--- config.mk ---
export PLATFORM = sky130hd
export DESIGN_NAME = layer_sequencer
export DESIGN_NICKNAME = d
export VERILOG_FILES = /design/src/rtl/layer_pkg.sv /design/src/rtl/lane_done_tracker.sv /design/src/rtl/layer_sequencer.sv
export SDC_FILE = /design/constraint.sdc
export NUM_CORES = 1
export LEC_CHECK = 0
export ABC_AREA = 1
export CELL_PAD_IN_SITES_DETAIL_PLACEMENT = 0
export CELL_PAD_IN_SITES_GLOBAL_PLACEMENT = 1
export CORE_UTILIZATION = 42
export CTS_BUF_LIST = sky130_fd_sc_hd__clkbuf_16
export DETAILED_ROUTE_END_ITERATION = 8
export HOLD_SLACK_MARGIN = 0.12
export PLACE_DENSITY = 0.84
export SYNTH_ARGS = -nofsm -noshare
export SYNTH_HDL_FRONTEND = slang
export SYNTH_SLANG_ARGS = --single-unit
--- constraint.sdc ---
create_clock -name clk -period 3.65 [get_ports clk]
set_clock_uncertainty 0.15 [all_clocks]
set_input_delay 0.73 -clock clk [delete_from_list [all_inputs] [get_ports clk]]
set_output_delay 0.73 -clock clk [all_outputs]
set_load 0.005 [all_outputs]
--- src/rtl/layer_pkg.sv ---
// Shared definitions for the per-output-channel layer sequencer:
// default geometry, counter width helper and FSM state encodings.
package layer_pkg;

    localparam int OC_DEF           = 15;
    localparam int LANES_DEF        = 8;
    localparam int LOAD_CYC_DEF     = 2;
    localparam int TREE_LAT_DEF     = 3;
    localparam int CONV_TIMEOUT_DEF = 4095;

    // Bits needed for a counter that runs 0..n-1 (never narrower than 1).
    function automatic int cnt_w(input int n);
        return (n < 2) ? 1 : $clog2(n);
    endfunction

    // Counter and index widths for the default geometry.
    localparam int LOADW = cnt_w(LOAD_CYC_DEF);
    localparam int TREEW = cnt_w(TREE_LAT_DEF);
    localparam int TOW   = cnt_w(CONV_TIMEOUT_DEF);
    localparam int CW    = cnt_w(OC_DEF);

    // 3-bit state encoding, kept as plain constants for legacy tools.
    typedef logic [2:0] state_t;
    localparam state_t S_IDLE  = 3'd0;
    localparam state_t S_LOAD  = 3'd1;
    localparam state_t S_CONV  = 3'd2;
    localparam state_t S_TREE  = 3'd3;
    localparam state_t S_STORE = 3'd4;
    localparam state_t S_POOL  = 3'd5;
    localparam state_t S_NEXT  = 3'd6;
    localparam state_t S_DONE  = 3'd7;

endpackage

--- src/rtl/lane_done_tracker.sv ---
// Sticky per-lane completion mask for one convolution sweep.
// all_done looks through to the current lane_done so that the last
// lanes finishing in the same cycle complete the sweep immediately.
module lane_done_tracker
    import layer_pkg::*;
#(
    parameter int LANES = LANES_DEF
) (
    input  logic             clk,
    input  logic             rst,
    input  logic             clr,
    input  logic             en,
    input  logic [LANES-1:0] lane_done,
    output logic [LANES-1:0] mask,
    output logic             all_done
);

    // Accumulate lane completions while enabled; clr empties the mask.
    // NOTE: sequential state uses non-blocking (<=) so every flop samples pre-edge values.
    always_ff @(posedge clk) begin
        if (rst) begin
            mask <= '0;
        end else if (clr) begin
            mask <= '0;
        end else if (en) begin
            mask <= mask | lane_done;
        end
    end

    assign all_done = &(mask | lane_done);

endmodule

--- src/rtl/layer_sequencer.sv ---
// Per-output-channel scheduler for the 8-lane convolution layer:
// load -> conv -> adder tree -> store -> pool, repeated for OC channels.
// All control outputs are flops loaded from the next state, so each one
// is high exactly while the FSM sits in the matching state.
module layer_sequencer
    import layer_pkg::*;
#(
    parameter int OC           = OC_DEF,
    parameter int LANES        = LANES_DEF,
    parameter int LOAD_CYC     = LOAD_CYC_DEF,
    parameter int TREE_LAT     = TREE_LAT_DEF,
    parameter int CONV_TIMEOUT = CONV_TIMEOUT_DEF,
    parameter int CW           = cnt_w(OC)
) (
    input  logic             clk,
    input  logic             rst,
    input  logic             start,
    input  logic [LANES-1:0] lane_done,
    input  logic             pool_done,
    output logic             c_load,
    output logic             conv,
    output logic             tree,
    output logic             store,
    output logic             pool,
    output logic [CW-1:0]    out_c,
    output logic             busy,
    output logic             cout_done,
    output logic             timeout_err
);

    localparam int LD_W = cnt_w(LOAD_CYC);
    localparam int TR_W = cnt_w(TREE_LAT);
    localparam int TO_W = cnt_w(CONV_TIMEOUT);

    localparam logic [LD_W-1:0] LOAD_LAST = LD_W'(LOAD_CYC - 1);
    localparam logic [TR_W-1:0] TREE_LAST = TR_W'(TREE_LAT - 1);
    localparam logic [TO_W-1:0] CONV_LAST = TO_W'(CONV_TIMEOUT - 1);
    localparam logic [CW-1:0]   CH_LAST   = CW'(OC - 1);

    state_t            state;
    state_t            state_nx;
    logic [LD_W-1:0]   load_cnt;
    logic [TR_W-1:0]   tree_cnt;
    logic [TO_W-1:0]   conv_cnt;
    logic              all_done;
    logic [LANES-1:0]  unused_lane_mask;

    lane_done_tracker #(
        .LANES     (LANES)
    ) u_tracker (
        .clk       (clk),
        .rst       (rst),
        .clr       (state == S_LOAD),
        .en        (state == S_CONV),
        .lane_done (lane_done),
        .mask      (unused_lane_mask),
        .all_done  (all_done)
    );

    // Next-state decode; start and pool_done only matter in IDLE and POOL.
    // NOTE: state_nx gets a default first so no path through the case infers a latch.
    always_comb begin
        state_nx = state;
        case (state)
            S_IDLE:  if (start) state_nx = S_LOAD;
            S_LOAD:  if (load_cnt == LOAD_LAST) state_nx = S_CONV;
            S_CONV: begin
                // Completion takes priority over a coincident timeout.
                if (all_done)                   state_nx = S_TREE;
                else if (conv_cnt == CONV_LAST) state_nx = S_IDLE;
            end
            S_TREE:  if (tree_cnt == TREE_LAST) state_nx = S_STORE;
            S_STORE: state_nx = S_POOL;
            S_POOL:  if (pool_done) state_nx = S_NEXT;
            S_NEXT:  state_nx = (out_c == CH_LAST) ? S_DONE : S_LOAD;
            S_DONE:  state_nx = S_IDLE;
            default: state_nx = S_IDLE;
        endcase
    end

    // State register and per-state cycle counters, each zeroed on state entry.
    always_ff @(posedge clk) begin
        if (rst) begin
            state    <= S_IDLE;
            load_cnt <= '0;
            tree_cnt <= '0;
            conv_cnt <= '0;
        end else begin
            state    <= state_nx;
            load_cnt <= (state == S_LOAD && state_nx == S_LOAD) ? load_cnt + LD_W'(1) : '0;
            tree_cnt <= (state == S_TREE && state_nx == S_TREE) ? tree_cnt + TR_W'(1) : '0;
            conv_cnt <= (state == S_CONV && state_nx == S_CONV) ? conv_cnt + TO_W'(1) : '0;
        end
    end

    // Channel index, sticky timeout flag and registered state-decoded strobes.
    always_ff @(posedge clk) begin
        if (rst) begin
            out_c       <= '0;
            timeout_err <= 1'b0;
            c_load      <= 1'b0;
            conv        <= 1'b0;
            tree        <= 1'b0;
            store       <= 1'b0;
            pool        <= 1'b0;
            busy        <= 1'b0;
            cout_done   <= 1'b0;
        end else begin
            if (state == S_NEXT && state_nx == S_LOAD) begin
                out_c <= out_c + CW'(1);
            end else if (state_nx == S_IDLE) begin
                out_c <= '0;
            end

            if (state == S_IDLE && start) begin
                timeout_err <= 1'b0;
            end else if (state == S_CONV && state_nx == S_IDLE) begin
                timeout_err <= 1'b1;
            end

            c_load    <= (state_nx == S_LOAD);
            conv      <= (state_nx == S_CONV);
            tree      <= (state_nx == S_TREE);
            store     <= (state_nx == S_STORE);
            pool      <= (state_nx == S_POOL);
            busy      <= (state_nx != S_IDLE);
            cout_done <= (state_nx == S_DONE);
        end
    end

endmodule

==> results_dict.tcl, run 1 <==
set metrics [dict create \
    via_count_of_the_first_global_routing_pass 1320 \
    gr-total-overflow 0 \
    critPathKind "input pin to register" \
    critical_path.reg2reg.startpoint "state[2]" \
    crit_fanout 12 \
    power.leakage_nw 0.872 \
    number_of_library_cell_types_mapped_by_synthesis 29 \
    clk_transition_reported_paths_ps 60 \
    hold_path.class "register to register" \
    drtPass1Iterations 4 \
    post_synth_instance_area_um2 1730 \
    drive_above_1_share_pct 12.5 \
    gpl.final_weighted_congestion 0.865 \
    finish.net_count 273 \
    critical_path.endpoint "conv_cnt[5]" \
    syn_area_per_cell_um2 7.53 \
    layout-area-overhead-vs-synth_pct 23.2 \
    detailedPlacementHpwl_um 2280 \
    layout_min_cycle_time_ps 2330 \
    rsz0062_at_grt "no" \
    leading_register_cell_type_out_of_synthesis "sky130_fd_sc_hd__dfxtp_1" \
    worst_setup_path_startpoint "lane_done[7]" \
    tns_ps 0 \
    start_kind "input pin" \
    ys_ff_latch 38 \
    dp_slack_ps 1000 \
    cts_buffers 5 \
    timing.critical_path.required_ps 3700 \
    cap_viol_max_count 0 \
    die_w_um 66.2 \
    critPathArrivalTime_ps 2380 \
    count_of_flip_flops_with_a_built_in_enable_after_synthesis 0 \
    core_area_um2 3800 \
    synth.cells.most_frequent "sky130_fd_sc_hd__inv_1 (41), sky130_fd_sc_hd__nand2_1 (40), sky130_fd_sc_hd__dfxtp_1 (38), sky130_fd_sc_hd__nor2_1 (21), sky130_fd_sc_hd__nand3_1 (16)" \
    post_drt_via_cell_ratio 4.63 \
    p_total_mw 0.885 \
    post-route-drc-count 0 \
    io_pins 24 \
    number_of_inserted_diodes 0 \
    initial_utilization_pct 45.6 \
    cts_resized 0 \
    yosys.area.top_type "sky130_fd_sc_hd__dfxtp_1" \
    cts_tree "built" \
    postCtsSetupBuffers 0 \
    timing.critical_path.to_type "register" \
    rr_worst_depth 10 \
    routedWlPerCell_um 10.1 \
    synth_top_area_share_pct 43.9 \
    grt.total_usage_pct 16.2 \
    max_freq_ghz 0.429 \
    clk_latency_ps 280 \
    p_per_area_nw_per_um2 415 \
    num_rows 22 \
    synth_fp_nets 247 \
    async_flop_share_pct 0 \
    io_buffer_count 23 \
    dieArea_um2 4380 \
    synth_sequential_area_ratio_pct 43.9 \
    timing.final.crit_share_pct 63.8 \
    synth_top_cells_by_area "sky130_fd_sc_hd__dfxtp_1 (44%), sky130_fd_sc_hd__inv_1 (8.9%), sky130_fd_sc_hd__nand2_1 (8.7%), sky130_fd_sc_hd__nand3_1 (4.6%), sky130_fd_sc_hd__nor2_1 (4.6%)" \
    final-hold-violation-count 0 \
    report.final.setup_viol 0 \
    postSynthCellCount 230 \
    reg2reg_setup_slack_ps 1650 \
    synth_most_common_cell "sky130_fd_sc_hd__inv_1" \
    post_cts_hold_buffer_count 0 \
    timing.rr.end "conv_cnt[5]" \
    max-clock-path-buffers 2 \
    routed_wl_um 3070 \
    transition_time_at_the_pin_with_the_least_slew_margin_ps 464 \
    timing.max_slew.rel_slack_pct 69.0 \
    synth_warnings 0 \
    clock_tree.htree_level_count 2 \
    global_route_wire_length_before_repair_um 5350 \
    numClockSinks 38 \
    routed-via-count 1412 \
    max_slew_violations 0 \
    grt_antenna_before_repair 0 \
    detail_route.iter0.violations 63 \
    drtAntennaViolNets 0 \
    ir_drop_v 0.000254 \
    die_height_um 66.2 \
    timing.final.ws_setup_ps 1320 \
    clock_tree.root_cell "sky130_fd_sc_hd__clkbuf_16" \
    status "finished, final reports clean" \
    grt_start_max_net_pins 14 \
]
[cells by family (layout without fill, tap and decap cells)]
family / Yosys count / in the layout / share of synthesized area [%]
and+or+nand+nor: 109 / 109 / 29.7
buffers and inverters: 51 / 78 / 11.7
DFF: 38 / 38 / 43.9
AOI/OAI and AO/OA: 18 / 18 / 6.50
xor gates and xnor gates: 9 / 9 / 4.55
adders and majority gates: 5 / 5 / 3.61
[power by group]
part | internal, mW | switching (mW) | total, mW | leakage [nW]
sequential | 0.420 | 0.00350 | 0.424 | 0.307
combinational | 0.0264 | 0.0318 | 0.0582 | 0.492
clock | 0.247 | 0.157 | 0.403 | 0.0724
total | 0.693 | 0.192 | 0.885 | 0.872
[worst max-delay path: stages]
cell                              delay, ps
sky130_fd_sc_hd__clkdlybuf4s50_1        460
sky130_fd_sc_hd__inv_1                   50
sky130_fd_sc_hd__nand2_1                 70
sky130_fd_sc_hd__nand2_1                 50
sky130_fd_sc_hd__nor2_1                 150
sky130_fd_sc_hd__nand2_1                 70
sky130_fd_sc_hd__nand2_1                 90
sky130_fd_sc_hd__nand2_1                 60
sky130_fd_sc_hd__nand2_2                 90
sky130_fd_sc_hd__nand2_2                 70
sky130_fd_sc_hd__nor2_4                  90
sky130_fd_sc_hd__nand2_2                200
sky130_fd_sc_hd__nor3_1                 200
[cells in the final DEF (no fill, tap or decap)]
cell type,instances
sky130_fd_sc_hd__a211oi_1,7
sky130_fd_sc_hd__a21oi_1,6
sky130_fd_sc_hd__a21oi_2,1
sky130_fd_sc_hd__a31oi_1,1
sky130_fd_sc_hd__clkbuf_16,5
sky130_fd_sc_hd__clkdlybuf4s50_1,23
sky130_fd_sc_hd__clkinv_1,1
sky130_fd_sc_hd__clkinv_2,1
sky130_fd_sc_hd__dfxtp_1,38
sky130_fd_sc_hd__ha_1,5
sky130_fd_sc_hd__inv_1,42
sky130_fd_sc_hd__inv_2,6
sky130_fd_sc_hd__nand2_1,40
sky130_fd_sc_hd__nand2_2,3
sky130_fd_sc_hd__nand3_1,16
sky130_fd_sc_hd__nand3b_1,1
sky130_fd_sc_hd__nand4_1,2
sky130_fd_sc_hd__nor2_1,21
sky130_fd_sc_hd__nor2_2,11
sky130_fd_sc_hd__nor2_4,2
sky130_fd_sc_hd__nor3_1,8
sky130_fd_sc_hd__nor3_2,1
sky130_fd_sc_hd__nor4_1,1
sky130_fd_sc_hd__o21ai_0,2
sky130_fd_sc_hd__o21ai_1,1
sky130_fd_sc_hd__or2_1,1
sky130_fd_sc_hd__or2_2,2
sky130_fd_sc_hd__xnor2_1,4
sky130_fd_sc_hd__xor2_1,5
[per-stage QoR]
stage	util [%]	cell area, µm²	hold WS (ps)	cells
CTS	56.2	2130	282	305
detailed placement	52.5	2000	274	297
global placement	52.5	2000	266	297
global route	56.2	2130	291	305
finish	56.2	2130	279	305
floorplan	-	1730	250	230
[worst min-delay path by stage]
stage	startpoint	end	slack, ps	cells after the start
2_1_floorplan	tree_cnt[0]	tree_cnt[0]	250	1
3_3_place_gp	tree_cnt[0]	tree_cnt[0]	270	1
3_5_place_dp	tree_cnt[0]	tree_cnt[0]	270	1
4_1_cts	tree_cnt[0]	tree_cnt[0]	280	1
5_1_grt	tree_cnt[0]	tree_cnt[0]	290	1
6_report	tree_cnt[0]	tree_cnt[0]	280	1
[layer usage]
metal	part of all wire (%)	wire (µm)	GRT usage, %
met5	0	0	0
met4	1.9	57	7.45
met3	3.7	114	4.66
met2	44	1360	26.8
met1	50	1530	19.2
[area by class of cell]
| type | instances | area [µm²] |
|---|---|---|
| Inverter | 47 | 176 |
| Multi-Input combinational cell | 141 | 768 |
| Clock inverter | 3 | 12.5 |
| Tap cell | 48 | 60.1 |
| Fill cell | 384 | 1670 |
| Sequential cell | 38 | 761 |
| Clock buffer | 5 | 125 |
| Timing Repair Buffer | 23 | 230 |
[state kept, by name, indices dropped and copies added, names as in the netlist, 2 cells and up]
signal	cells
conv_cnt	12
u_tracker.mask	8
out_c	4
state	3
tree_cnt	2
Note: power is estimated with default switching activity, not from simulation.
==> inputs of run 2 (changes only) <==
CORE_UTILIZATION = 35   (was 42)
PLACE_DENSITY = 0.75   (was 0.84)
clock period = 2.05 ns   (was 3.65 ns; I/O delays follow)
==> run 2 against run 1 <==
  * Die area increased by 19%
  * Global-route usage shrank 2.1 points
  * Sequential share of layout area is 1.4 points lower
  * Via count is 0.99% higher
  * Design area rose by 4.6%
  * Register-to-register slack worse by 1500 ps
==> results_dict.tcl, run 2 (synthesis gave the netlist of run 1 again) <==
set metrics [dict create \
    status "finished, final reports clean" \
    cts_tree "built" \
    seq_area_um2 763 \
    gpl.final_weighted_congestion 0.781 \
    drtAntennaViolNets 0 \
    cap_viol_max_count 0 \
    die_height_um 72.3 \
    hold_path.class "register to register" \
    drtPass1Iterations 4 \
    die_w_um 72.3 \
    post-route-drc-count 0 \
    max_freq_ghz 0.528 \
    post-place-cells 326 \
    via_count_of_the_first_global_routing_pass 1360 \
    total_net_switching_power_mw 0.323 \
    fin_cells 332 \
    finish.net_count 283 \
    final_core_density_pct 46.9 \
    timing.max_slew.rel_slack_pct 80.2 \
    detailedPlacementHpwl_um 2450 \
    ir_drop_v 0.000349 \
    timing.critical_path.to_type "register" \
    layout_common_cells "sky130_fd_sc_hd__inv_1 (41), sky130_fd_sc_hd__nand2_1 (40), sky130_fd_sc_hd__dfxtp_1 (36)" \
    critPathKind "input pin to register" \
    critical_path_buf_inv_count 2 \
    combined_area_of_the_multi_input_logic_cells_um2 773 \
    core_area_um2 4750 \
    max_slew_violations 0 \
    critPathArrivalTime_ps 1940 \
    io_pins 24 \
    transition_time_at_the_pin_with_the_least_slew_margin_ps 294 \
    p_per_area_nw_per_um2 700 \
    clk_latency_ps 270 \
    clk_transition_reported_paths_ps 50 \
    intPower_mw 1.24 \
    grt_start_max_net_pins 13 \
    start_kind "input pin" \
    numClockSinks 38 \
    reg2reg_setup_slack_ps 190 \
    routedWlPerCell_um 9.58 \
    num_rows 25 \
    layout_min_cycle_time_ps 1890 \
    routed-via-count 1426 \
    path_delay_family "simple AND/OR/NAND/NOR gates" \
    timing.critical_path.slowest_cell_delay_ps 460 \
    post_drt_via_cell_ratio 4.30 \
    io_buffer_count 23 \
    global_route_wire_length_before_repair_um 5660 \
    detail_route.iter0.violations 60 \
    top_register "conv_cnt" \
    routed_wl_um 3180 \
    report.final.setup_viol 0 \
    power_switching_share_pct 20.7 \
    max-clock-path-buffers 2 \
    flip_flop_count_of_the_largest_register_after_layout 12 \
    power.share.clock_pct 44.0 \
    layout-area-overhead-vs-synth_pct 28.8 \
    number_of_inserted_diodes 0 \
    grt_antenna_before_repair 0 \
    clock_tree.htree_level_count 2 \
    power.leakage_nw 0.929 \
    comb_power_share_pct 7.6 \
    gr-total-overflow 0 \
    path_cells "clkdlybuf4s50_1 > inv_1 > nand2_1 > nand2_1 > nor2_1 > nand2_1 > nand2_1 > nand2_1 > nand2_2 > nand2_2 > nor2_4 > nand2_4 > nor3_1" \
    crit_fanout 12 \
    clock_tree.root_cell "sky130_fd_sc_hd__clkbuf_16" \
    final-hold-violation-count 0 \
    fillCellCount 515 \
    initial_utilization_pct 36.4 \
    drive_above_1_share_pct 16.2 \
    cpMaxStageDelayCell "sky130_fd_sc_hd__clkdlybuf4s50_1" \
    timing.critical_path.required_ps 2100 \
    cts_buffers 5 \
    worst_path_most_repeated_cell "sky130_fd_sc_hd__nand2_1" \
    rsz0062_at_grt "no" \
    grt.total_usage_pct 14.1 \
    share_seq_of_total_power_pct 48.4 \
    largestRegisters "conv_cnt (12), u_tracker.mask (8), out_c (4)" \
    dieArea_um2 5230 \
    post_cts_hold_buffer_count 0 \
    timing.final.crit_share_pct 92.4 \
    final_common_cell "sky130_fd_sc_hd__inv_1" \
]
run 2: metrics by stage:
| step | hold WS (ps) | power [mW] | cell area, µm² | worst slack, ps | setup TNS [ps] |
|---|---|---|---|---|---|
| global route | 293 | 1.64 | 2230 | 2.83 | 0 |
| detailed placement | 264 | 0.891 | 2090 | -261 | -2440 |
| CTS | 271 | 1.59 | 2220 | 45.4 | 0 |
| global placement | 261 | 0.891 | 2090 | -194 | -1950 |
| finish | 266 | 1.56 | 2230 | 155 | 0 |
| floorplan | 250 | 0.831 | 1730 | 344 | 0 |
run 2: final timing paths:
kind                start           to  cells after the start
max reg2reg      out_c[0]  timeout_err                     11
min reg2reg   tree_cnt[0]  tree_cnt[0]                      1
max          lane_done[6]  conv_cnt[3]                     13
min           tree_cnt[0]  tree_cnt[0]                      1
run 2: repair_timing:
| item | 4_1_cts | 5_1_grt |
|---|---|---|
| gates resized for setup | 0 | 3 |
| setup endpoints to repair | 0 | 12 |
| buffers inserted | 0 | 0 |
| endpoints found under the hold margin | 0 | 0 |
run 2: layout make-up:
class / instances / area share (%)
Timing Repair Buffer: 33 / 13.7
Inverter: 47 / 7.91
Sequential cell: 38 / 34.2
Multi-Input combinational cell: 141 / 34.7
Clock inverter: 1 / 0.168
Tap cell: 67 / 3.76
Clock buffer: 5 / 5.61
run 2: metal layers:
| layer | vias to the layer above | global-route usage, % | routed length, µm |
|---|---|---|---|
| met2 | 14 | 23.4 | 1520 |
| met4 | 0 | 4.58 | 40 |
| met5 | - | 0 | 0 |
| met3 | 5 | 5.56 | 120 |
| li1 | 775 | - | - |
| met1 | 632 | 16.5 | 1490 |
run 2: power groups by stage:
stage | logic (mW) | registers, mW | clock network, mW
after floorplan | 0.0604 | 0.770 | 0
after global placement | 0.120 | 0.770 | 0
after detailed placement | 0.120 | 0.771 | 0
after CTS | 0.121 | 0.755 | 0.716
after global routing | 0.134 | 0.756 | 0.747
final | 0.119 | 0.755 | 0.688
